==> src/rtl/mem_sram_bridge_if.sv <==
// SRAM-like data bus seen by the MEM-stage bridge: registered request fields
// plus the addr_ok/data_ok handshake and returned read data.
interface mem_sram_bridge_if #(
  parameter int ADDR_W = 32,
  parameter int DATA_W = 32
);
  localparam int SEL_W = DATA_W / 8;

  logic              req;
  logic              wr;
  logic [SEL_W-1:0]  select;
  logic [ADDR_W-1:0] addr;
  logic [DATA_W-1:0] wdata;
  logic              addr_ok;
  logic              data_ok;
  logic [DATA_W-1:0] rdata;

  modport master (
    output req, wr, select, addr, wdata,
    input  addr_ok, data_ok, rdata
  );

  modport slave (
    input  req, wr, select, addr, wdata,
    output addr_ok, data_ok, rdata
  );
endinterface

==> src/rtl/mem_sram_bridge.sv <==
// Bridges the MEM stage's level-style access onto the SRAM-like bus, tracking
// in-flight transactions so responses of flushed accesses are silently dropped.
module mem_sram_bridge #(
  parameter  int ADDR_W          = 32,
  parameter  int DATA_W          = 32,
  parameter  int MAX_OUTSTANDING = 2,
  localparam int SEL_W           = DATA_W / 8
) (
  input  logic              clk,
  input  logic              rst,
  input  logic              flush,
  input  logic              enable,
  input  logic              we,
  input  logic [ADDR_W-1:0] mem_addr_i,
  input  logic [DATA_W-1:0] mem_data_i,
  input  logic [SEL_W-1:0]  mem_sel_i,
  output logic              mem_write_finish,
  output logic              mem_read_finish,
  output logic [DATA_W-1:0] mem_data_o,
  output logic              mem_stall_o,
  mem_sram_bridge_if.master bus
);

  localparam int CNT_W = $clog2(MAX_OUTSTANDING + 1);
  localparam logic [CNT_W-1:0] MAX_CNT = CNT_W'(MAX_OUTSTANDING);

  typedef enum logic [1:0] {IDLE, REQ, RESP} state_t;

  state_t            state, state_next;
  logic              doomed, doomed_next;
  logic [CNT_W-1:0]  inflight, discard;
  logic [CNT_W-1:0]  inflight_next, discard_next, inflight_avail;
  logic              wr_q;
  logic [SEL_W-1:0]  sel_q;
  logic [ADDR_W-1:0] addr_q;
  logic [DATA_W-1:0] wdata_q;
  logic              latch_en, new_discard, finish;
  logic              resp_valid, discarding, own_resp, accept;

  // A data_ok with nothing in flight is a protocol violation and is ignored.
  assign resp_valid     = bus.data_ok && (inflight != '0);
  assign discarding     = resp_valid && (discard != '0);
  assign own_resp       = (state == RESP) && resp_valid && (discard == '0);
  assign accept         = (state == REQ) && bus.addr_ok;
  assign inflight_avail = inflight - CNT_W'(resp_valid);

  always_comb begin
    state_next  = state;
    doomed_next = doomed;
    latch_en    = 1'b0;
    new_discard = 1'b0;
    finish      = 1'b0;
    case (state)
      IDLE: begin
        // A response returning this cycle frees its slot for a new request.
        if (enable && !flush && (inflight_avail < MAX_CNT)) begin
          latch_en   = 1'b1;
          state_next = REQ;
        end
      end
      REQ: begin
        if (bus.addr_ok) begin
          doomed_next = 1'b0;
          if (doomed || flush) begin
            new_discard = 1'b1;
            state_next  = IDLE;
          end else begin
            state_next = RESP;
          end
        end else if (flush) begin
          doomed_next = 1'b1;
        end
      end
      RESP: begin
        if (own_resp) begin
          finish     = !flush;
          state_next = IDLE;
        end else if (flush) begin
          new_discard = 1'b1;
          state_next  = IDLE;
        end
      end
      default: state_next = IDLE;
    endcase
    inflight_next = inflight + CNT_W'(accept) - CNT_W'(resp_valid);
    discard_next  = discard + CNT_W'(new_discard) - CNT_W'(discarding);
  end

  always_ff @(posedge clk) begin
    if (rst) begin
      state    <= IDLE;
      doomed   <= 1'b0;
      inflight <= '0;
      discard  <= '0;
      wr_q     <= 1'b0;
      sel_q    <= '0;
      addr_q   <= '0;
      wdata_q  <= '0;
    end else begin
      state    <= state_next;
      doomed   <= doomed_next;
      inflight <= inflight_next;
      discard  <= discard_next;
      if (latch_en) begin
        wr_q    <= we;
        sel_q   <= mem_sel_i;
        addr_q  <= mem_addr_i;
        wdata_q <= mem_data_i;
      end
    end
  end

  assign bus.req    = (state == REQ);
  assign bus.wr     = wr_q;
  assign bus.select = sel_q;
  assign bus.addr   = addr_q;
  assign bus.wdata  = wdata_q;

  assign mem_read_finish  = finish && !wr_q;
  assign mem_write_finish = finish && wr_q;
  assign mem_data_o       = bus.rdata;
  assign mem_stall_o      = enable && !(mem_read_finish || mem_write_finish);

endmodule

==> src/flat_wrapper.sv <==
// flat-port wrapper written by rule: the top's interface ports become plain ports
module mem_sram_bridge_flat 
#(
  parameter  int ADDR_W          = 32,
  parameter  int DATA_W          = 32,
  parameter  int MAX_OUTSTANDING = 2,
  localparam int SEL_W           = DATA_W / 8
)
  (clk, rst, flush, enable, we, mem_addr_i, mem_data_i, mem_sel_i, mem_write_finish, mem_read_finish, mem_data_o, mem_stall_o, bus_req, bus_wr, bus_select, bus_addr, bus_wdata, bus_addr_ok, bus_data_ok, bus_rdata);
  mem_sram_bridge_if #(.ADDR_W(ADDR_W), .DATA_W(DATA_W)) bus_i ();
  input  logic clk;
  input  logic rst;
  input  logic flush;
  input  logic enable;
  input  logic we;
  input  logic [ADDR_W-1:0] mem_addr_i;
  input  logic [DATA_W-1:0] mem_data_i;
  input  logic [SEL_W-1:0] mem_sel_i;
  output logic mem_write_finish;
  output logic mem_read_finish;
  output logic [DATA_W-1:0] mem_data_o;
  output logic mem_stall_o;
  output wire logic [$bits(bus_i.req)-1:0] bus_req;
  output wire logic [$bits(bus_i.wr)-1:0] bus_wr;
  output wire logic [$bits(bus_i.select)-1:0] bus_select;
  output wire logic [$bits(bus_i.addr)-1:0] bus_addr;
  output wire logic [$bits(bus_i.wdata)-1:0] bus_wdata;
  input wire logic [$bits(bus_i.addr_ok)-1:0] bus_addr_ok;
  input wire logic [$bits(bus_i.data_ok)-1:0] bus_data_ok;
  input wire logic [$bits(bus_i.rdata)-1:0] bus_rdata;
  assign bus_req = bus_i.req;
  assign bus_wr = bus_i.wr;
  assign bus_select = bus_i.select;
  assign bus_addr = bus_i.addr;
  assign bus_wdata = bus_i.wdata;
  assign bus_i.addr_ok = bus_addr_ok;
  assign bus_i.data_ok = bus_data_ok;
  assign bus_i.rdata = bus_rdata;
  mem_sram_bridge #(.ADDR_W(ADDR_W), .DATA_W(DATA_W), .MAX_OUTSTANDING(MAX_OUTSTANDING)) u_core (.clk(clk), .rst(rst), .flush(flush), .enable(enable), .we(we), .mem_addr_i(mem_addr_i), .mem_data_i(mem_data_i), .mem_sel_i(mem_sel_i), .mem_write_finish(mem_write_finish), .mem_read_finish(mem_read_finish), .mem_data_o(mem_data_o), .mem_stall_o(mem_stall_o), .bus(bus_i));
endmodule
==> config.mk <==
export PLATFORM = sky130hd
export DESIGN_NAME = mem_sram_bridge_flat
export DESIGN_NICKNAME = d
export VERILOG_FILES = /design/src/rtl/mem_sram_bridge_if.sv /design/src/rtl/mem_sram_bridge.sv /design/src/flat_wrapper.sv
export SDC_FILE = /design/constraint.sdc
export NUM_CORES = 1
export LEC_CHECK = 0
export ABC_CLOCK_PERIOD_IN_PS = 2710
export CAP_MARGIN = 10
export CORE_ASPECT_RATIO = 1.75
export CORE_UTILIZATION = 36
export CTS_CLUSTER_DIAMETER = 50
export DETAILED_ROUTE_END_ITERATION = 7
export PLACE_DENSITY_LB_ADDON = 0.25
export SLEW_MARGIN = 10
export SYNTH_ARGS = -nofsm -noshare
export SYNTH_HDL_FRONTEND = slang
export SYNTH_SLANG_ARGS = --single-unit
==> constraint.sdc <==
create_clock -name clk -period 2.71 [get_ports clk]
set_input_delay 0.542 -clock clk [delete_from_list [all_inputs] [get_ports clk]]
set_output_delay 0.542 -clock clk [all_outputs]
set_load 0.02 [all_outputs]
### Word-level counts from Yosys, hierarchy flattened

Index checks and enable logic that the tools add are counted.

* register bits after elaboration: 76
* input bits: 107
* output and inout bits: 105

* $add $sub $neg: 5
* order comparisons: 1
* equality and inequality tests: 5
* mux-type cells: 17
* reductions and logical operators: 22

Operators by type and width (count)
* $logic_and A1 B1 Y1: 10
* $mux W1: 10
* $mux W2: 5
* $pmux W2 S3: 1
* $reduce_bool A2 Y1: 3
* $sub A2 B1 Y2: 3
* $add A2 B1 Y2: 2
* $logic_not A2 Y1: 2
* $ne A2 B1 Y1 const B: 2
* $logic_not A1 Y1: 3
* $ne A3 B2 Y1 const B: 1
* $reduce_and A3 Y1: 1
* $eq A2 B1 Y1 const B: 1
* $eq A2 B2 Y1 const B: 1
* $logic_or A1 B1 Y1: 2
* $lt A2 B2 Y1 const B: 1
* $pmux W1 S2: 1
* $reduce_and A2 Y1: 1

### Longest topological paths before layout

Gate-level depths: netlist of the first run.

* word-level depth: 10
* mapped depth: 10
* mapped depth without buffers: 9

### Worst setup path after synthesis of the first run

Ideal clock, no wire load.

* path type: input to register
* start point: input bus_data_ok
* end point: register u_core.addr_q[0] (netlist: u_core.bus.addr[0])
* arrival: 2219 ps
* data required time: 2582 ps
* slack: 364 ps
* cell stages on the path: 10
* path through: o21ai_0 > inv_1 > ha_1 > xor2_1 > or4b_1 > buf_2 > buf_6 > buf_6 > mux2i_1 > nor2_1

* word-level cells in the longest chain between the ends: 6

RTL lines
* start, declared: RTL line flat_wrapper.sv:29 `input wire logic [$bits(bus_i.data_ok)-1:0] bus_data_ok;`
* $logic_and A1 B1 Y1: RTL line mem_sram_bridge.sv:41 `assign resp_valid = bus.data_ok && (inflight != '0);`
* $sub A2 B1 Y2: RTL line mem_sram_bridge.sv:45 `assign inflight_avail = inflight - CNT_W'(resp_valid);`
* $lt A2 B2 Y1: RTL line mem_sram_bridge.sv:56 `if (enable && !flush && (inflight_avail < MAX_CNT)) begin`
* $logic_and A1 B1 Y1: RTL line mem_sram_bridge.sv:56
* $mux W1: RTL line mem_sram_bridge.sv:56
* $mux W1: RTL line mem_sram_bridge.sv:53 `case (state)`
* end signal, assigned: RTL line mem_sram_bridge.sv:107 `addr_q <= mem_addr_i;`
* end, declared: RTL line mem_sram_bridge.sv:35 `logic [ADDR_W-1:0] addr_q;`

No other way between the ends.
A chain may end at the register's enable or synchronous reset.

### Worst setup path after layout of the first run

* start point: input bus_data_ok
* end point: output mem_stall_o

* word-level cells in the longest chain between the ends: 9

RTL lines
* $logic_and A1 B1 Y1 *: RTL line mem_sram_bridge.sv:41
* $logic_and A1 B1 Y1 * (2 in a row): RTL line mem_sram_bridge.sv:43 `assign own_resp = (state == RESP) && resp_valid && (discard == '0);`
* $mux W1 *: RTL line mem_sram_bridge.sv:75 `if (own_resp) begin`
* $mux W1 *: RTL line mem_sram_bridge.sv:53
* $logic_and A1 B1 Y1 (on tied branches): RTL line mem_sram_bridge.sv:119, mem_sram_bridge.sv:120
* $logic_or A1 B1 Y1 *: RTL line mem_sram_bridge.sv:122 `assign mem_stall_o = enable && !(mem_read_finish || mem_write_finish);`
* $logic_not A1 Y1 *: RTL line mem_sram_bridge.sv:122
* $logic_and A1 B1 Y1 *: RTL line mem_sram_bridge.sv:122
* end, declared: RTL line flat_wrapper.sv:22 `output logic mem_stall_o;`

Mark *: on every way between the ends. The rest lies on a longest branch, timed or not.

==> out/metrics.csv, run 1 <==
metric,value,unit
CP max stage delay,0.45,ns
cell count after synthesis,312,
via count,2488,
Core ar.,8370,um^2
Netlist Area Pre-Place,3130,um^2
die height,125,um
worst hold margin,0.488,ns
Sink Count,76,
Final Setup Violations,0,
Worst R2R Setup Slack,0.29,ns
metal2 WL,3950,um
sequential-to-total area share from yosys stat,48.6,%
Post-DP HPWL,5530,um
slew of the pin with the lowest slew margin,0.814,ns
initial antenna violation count,0,
Max Cap Viol,0,
chip width,72.5,um
CTS H-Tree Depth,3,
critical path data required time,2.17,ns
I/O pins,212,
power density cells,787,nW/um^2
endpoints failing hold,0,
RSZ-0062 raised after global routing,no,
largest net degree at the start of global routing,45,
Post-Route Skew,0.00665,ns
layout cell share with drive strength beyond 1,4.85,%
Post-Syn Area per Cell,10.0,um^2
outcome,completed,
most frequent cells in the layout,"143 x clkdlybuf4s50_1, 76 x dfxtp_1, 74 x nor2_1",
uppermost layer routed,met4,
Rel. slew slack,45.8,%
Critical Path Source Type,input pin,
initial core utilization,37.4,%
Lkg Pwr,0.00223,uW
Cells on Worst Hold Path,2,
Congestion Overflow GR,0,
DRC Markers,0,
Synth cell types,29,
latest clock arrival within the worst-skew pair,0.33,ns
"most common cell after layout, fill and taps aside",clkdlybuf4s50_1,
first-pass GRT wire length,11600,um
synthesis-to-finish area growth,52.3,%
clk buf depth,2,
Overall Global Routing Usage,16.7,%
drt first pass iters,4,
Layout Nets,543,
Tmin final,2.60,ns
worst r2r path cells,8,
CTS Hold Bufs,0,
CTS Root Buffer Type,clkbuf_16,
row count,44,
Setup TNS,0,ns
worst path cell trace,"clkdlybuf4s50_1, o21ai_0, nor3_1, buf_4, nand2_1, and2_1, dlygate4sd2_1",
routed wl met3,490,um
Syn Nets,426,
synth warn,0,
Post-Route WL,7430,um
Yosys reg bits,76,
vias in the first global route,2474,
Achievable Freq,384,MHz
HP Class,flip-flop to flip-flop,
ant diodes,0,
maximum fanout along the worst path,4,
period utilization,96.1,%
CTS tree,yes,
die footprint,9090,um^2
routed vias/inst,4.54,
Finished Core Util,57.0,%
"CTS clk-pin slew, worst paths",0.05,ns
Final GP Congestion,0.771,
met1 wire length,2630,um
CTS Buf Count,9,
WS Path Type,input pin to output port,
CP max-delay cell,clkdlybuf4s50_1,
# port buffers,147,
Final ANT Viol Nets,0,
Final Max Slew Viols,0,
CP Capture Type,output port,
worst vdd ir,0.392,mV
Worst EP arrival,2.06,ns
Avg WL per Cell,13.6,um
Starting DRT DRC Count,103,
-- power breakdown --
group / total [uW] / switching, uW / internal (uW) / leakage, uW
logic: 1290 / 613 / 676 / 0.00149
clock network: 1090 / 427 / 666 / 0.000129
registers: 1370 / 82.5 / 1290 / 0.000620
total: 3750 / 1120 / 2630 / 0.00223
-- per-layer routing --
metal | track usage (%) | vias to the layer above
met1 | 16.2 | 1128
met4 | 12.1 | 0
met2 | 29.6 | 94
li1 | - | 1228
met5 | 0 | -
met3 | 4.03 | 38
-- path summary, 6_finish.rpt --
check	endpoint	from
worst max-delay path	mem_stall_o	bus_data_ok
worst min-delay path	u_core.bus.addr[2]	u_core.bus.addr[2]
worst max register to register	u_core.bus.wdata[28]	u_core.inflight[0]
worst min register to register	u_core.bus.addr[2]	u_core.bus.addr[2]
-- stage by stage --
stage / instances / total power, uW / worst slack (ns) / cell area, um^2
floorplan: 312 / 2210 / 0.364 / 3130
global placement: 533 / 2670 / -0.121 / 4500
detailed placement: 533 / 2700 / -0.111 / 4500
CTS: 548 / 3810 / 0.101 / 4770
global route: 548 / 3950 / 0.0242 / 4770
finish: 548 / 3750 / 0.106 / 4770
-- cells in the mapped netlist --
| cell | number | area, um^2 |
|---|---|---|
| mux2i_1 | 70 | 701 |
| a21oi_1 | 1 | 5.00 |
| and3_1 | 1 | 6.26 |
| clkbuf_1 | 7 | 26.3 |
| xor2_1 | 2 | 17.5 |
| a31oi_1 | 1 | 6.26 |
| a311oi_1 | 1 | 8.76 |
| inv_1 | 10 | 37.5 |
| buf_4 | 32 | 240 |
| nor2_1 | 74 | 278 |
| o32a_1 | 1 | 10.0 |
| nor2b_1 | 3 | 18.8 |
| or4_1 | 1 | 7.51 |
| nor3b_1 | 1 | 7.51 |
| nand2b_1 | 1 | 6.26 |
| buf_1 | 1 | 3.75 |
| o211ai_1 | 1 | 7.51 |
| dfxtp_1 | 76 | 1520 |
| nand3b_1 | 1 | 7.51 |
| nor3_1 | 2 | 10.0 |
| buf_6 | 2 | 22.5 |
| and2_1 | 2 | 12.5 |
| a21boi_0 | 1 | 7.51 |
| ha_1 | 7 | 87.6 |
| or4b_1 | 1 | 10.0 |
| xnor2_1 | 2 | 17.5 |
| buf_2 | 6 | 30.0 |
| o21ai_0 | 2 | 10.0 |
| nand2_1 | 2 | 7.51 |
-- kinds of logic after synthesis --
family	share of synthesized area [%]
buffers and inverters	11.5
DFF	48.6
AOI/OAI and AO/OA	1.76
adders and majority gates	2.80
xor gates and xnor gates	1.12
muxes	22.4
and+or+nand+nor	11.9
-- flip-flops by register name (all words and copies together) (netlist names) --
| signal | count |
|---|---|
| u_core.bus.addr | 32 |
| u_core.bus.wdata | 32 |
| u_core.bus.select | 4 |
| u_core.discard | 2 |
| u_core.inflight | 2 |
| u_core.state | 2 |
| u_core.bus.wr | 1 |
| u_core.doomed | 1 |
-- what timing repair did --
action / 4_1_cts / 5_1_grt
setup endpoints to repair: 3 / 0
buffers inserted: 0 / 0
resized for setup: 3 / 0
-- critical path, delay by kind of cell --
| family | cells | cell delay, ns |
|---|---|---|
| AOI/OAI and AO/OA | 1 | 0.19 |
| buffers and inverters | 3 | 0.91 |
| and+or+nand+nor | 3 | 0.42 |
-- layout make-up --
class,instances,area (um^2)
clock buffer,14,264
multi-input combinational,178,1250
tap,115,144
timing repair buffer,154,1540
inverter,10,37.5
fill,752,3600
sequential,76,1520
clock inverter,1,7.51
Power figures use the tool's default switching activity.
==> run 2: changes to the inputs <==
Settings changed: CORE_MARGIN set to 5.
==> run 2 against run 1 <==
Global-route usage decreased by 1.6 points. Critical path depth unchanged. Non-clock buffer count up 3. Critical endpoint unchanged.
==> out/metrics.csv, run 2 (same netlist as run 1, synthesis figures left out) <==
metric,value,unit,change
Starting DRT DRC Count,57,,was 103
Max Cap Viol,0,,unchanged
HP Class,flip-flop to flip-flop,,unchanged
met1 wire length,2710,um,was 2630 um
CTS Buf Count,9,,unchanged
period utilization,94.6,%,was 96.1%
Lkg Pwr,0.00227,uW,was 0.00223 uW
CTS Root Buffer Type,clkbuf_16,,unchanged
drt first pass iters,4,,unchanged
Post-Route Skew,0.00510,ns,was 0.00665 ns
synthesis-to-finish area growth,54.0,%,was 52.3%
Final GP Congestion,0.766,,was 0.771
Post-DP HPWL,6030,um,was 5530 um
slew of the pin with the lowest slew margin,0.386,ns,was 0.814 ns
Tot Pwr,3830,uW,was 3750 uW
endpoints failing hold,0,,unchanged
CTS H-Tree Depth,3,,unchanged
initial core utilization,36.4,%,was 37.4%
# port buffers,147,,unchanged
worst vdd ir,0.406,mV,was 0.392 mV
initial antenna violation count,0,,unchanged
Sink Count,76,,unchanged
critical path data required time,2.17,ns,about the same
Combinational Power Share,34.4,%,was 34.3%
die height,133,um,was 125 um
Achievable Freq,390,MHz,was 384 MHz
Congestion Overflow GR,0,,unchanged
latest clock arrival within the worst-skew pair,0.33,ns,about the same
WS Path Type,input pin to output port,,unchanged
Fill cells,771,,was 752
RSZ-0062 raised after global routing,no,,unchanged
"CTS clk-pin slew, worst paths",0.05,ns,about the same
I/O pins,212,,unchanged
sequential power share,35.8,%,was 36.5%
layout cell share with drive strength beyond 1,5.96,%,was 4.85%
Worst EP arrival,2.02,ns,was 2.06 ns
Rel. slew slack,74.0,%,was 45.8%
routed wl met3,731,um,was 490 um
outcome,completed,,unchanged
maximum fanout along the worst path,3,,was 4
metal2 WL,4150,um,was 3950 um
most frequent cells in the layout,"143 x clkdlybuf4s50_1, 76 x dfxtp_1, 74 x nor2_1",,unchanged
clock share of power,29.8,%,was 29.1%
Final Max Slew Viols,0,,unchanged
Final Setup Violations,0,,unchanged
vias in the first global route,2467,,"was 2,474"
Tmin final,2.57,ns,was 2.60 ns
Internal Power,2700,uW,was 2630 uW
routed vias/inst,4.56,,was 4.54
ant diodes,0,,unchanged
post_cts resized,3,,unchanged
DRC Markers,0,,unchanged
Core ar.,8610,um^2,was 8370 um^2
CP Capture Type,output port,,unchanged
setup bufs post-CTS,0,,unchanged
row count,45,,was 44
largest net degree at the start of global routing,36,,was 45
Critical Path Source Type,input pin,,unchanged
chip width,80.5,um,was 72.5 um
first-pass GRT wire length,12400,um,"was 11,600 um"
Avg WL per Cell,14.2,um,was 13.6 um
CTS Hold Bufs,0,,unchanged
sw frac,29.4,%,was 29.9%
via count,2519,,"was 2,488"
switching power of the nets,1130,uW,was 1120 uW
Layout Nets,546,,was 543
uppermost layer routed,met4,,unchanged
Overall Global Routing Usage,15.1,%,was 16.7%
clk buf depth,2,,unchanged
power density cells,794,nW/um^2,was 787 nW/um^2
die footprint,10700,um^2,was 9090 um^2
Finished Core Util,56.0,%,was 57.0%
"most common cell after layout, fill and taps aside",clkdlybuf4s50_1,,unchanged
Post-Route WL,7850,um,was 7430 um
Final ANT Viol Nets,0,,unchanged
CTS tree,yes,,unchanged
-- run 2: cell count changes in the layout (fill, tap and decap cells not counted) --
cell	delta
buf_4	+2
clkinvlp_4	-1
buf_12	+1
clkbuf_1	-2
clkbuf_8	+2
clkinv_2	+1
-- run 2: per-stage QoR --
stage	TNS (ns)	setup WS [ns]	hold slack [ns]	instances	area (um^2)
3_5_place_dp	-1.01	-0.100	0.481	538	4540
5_1_grt	0	0.000588	0.514	553	4820
6_report	0	0.145	0.487	553	4820
2_1_floorplan	0	0.364	0.468	312	3130
3_3_place_gp	-0.238	-0.0890	0.474	538	4540
4_1_cts	0	0.103	0.495	553	4820
-- run 2: final timing paths --
check	startpoint	to	slack (ns)	depth (start not counted)
worst min register to register	u_core.bus.addr[4]	u_core.bus.addr[4]	0.49	2
worst max register to register	u_core.inflight[0]	u_core.bus.wdata[6]	0.47	8
worst max-delay path	bus_data_ok	mem_stall_o	0.14	7
worst min-delay path	u_core.bus.addr[4]	u_core.bus.addr[4]	0.49	2
-- run 2: power groups by stage --
stage | clock (uW) | sequential (uW) | combinational (uW)
after floorplan | 0 | 1570 | 642
after global placement | 0 | 1390 | 1320
after detailed placement | 0 | 1400 | 1340
after CTS | 1190 | 1370 | 1350
after global routing | 1230 | 1390 | 1420
final | 1140 | 1370 | 1320
-- run 2: area by class of cell --
cell class / count / area (um^2) / share of cell area (%)
Timing Repair Buffer: 157 / 1580 / 32.7
Sequential cell: 76 / 1520 / 31.5
Multi-Input combinational cell: 178 / 1250 / 26.0
Clock buffer: 14 / 284 / 5.89
Tap cell: 117 / 146 / 3.04
Inverter: 10 / 37.5 / 0.778
Clock inverter: 1 / 5.00 / 0.104
-- run 2: metal layers --
metal	global-route usage [%]	vias up
met5	0	-
met3	6.50	31
met2	25.6	92
met4	8.74	0
li1	-	1231
met1	15.0	1165
-- run 2: worst max-delay path, stage by stage --
cell	delay (ns)
clkdlybuf4s50_1	0.46
o21ai_0	0.15
nor3_1	0.18
buf_4	0.15
nand2_1	0.06
and2_1	0.16
dlygate4sd2_1	0.32
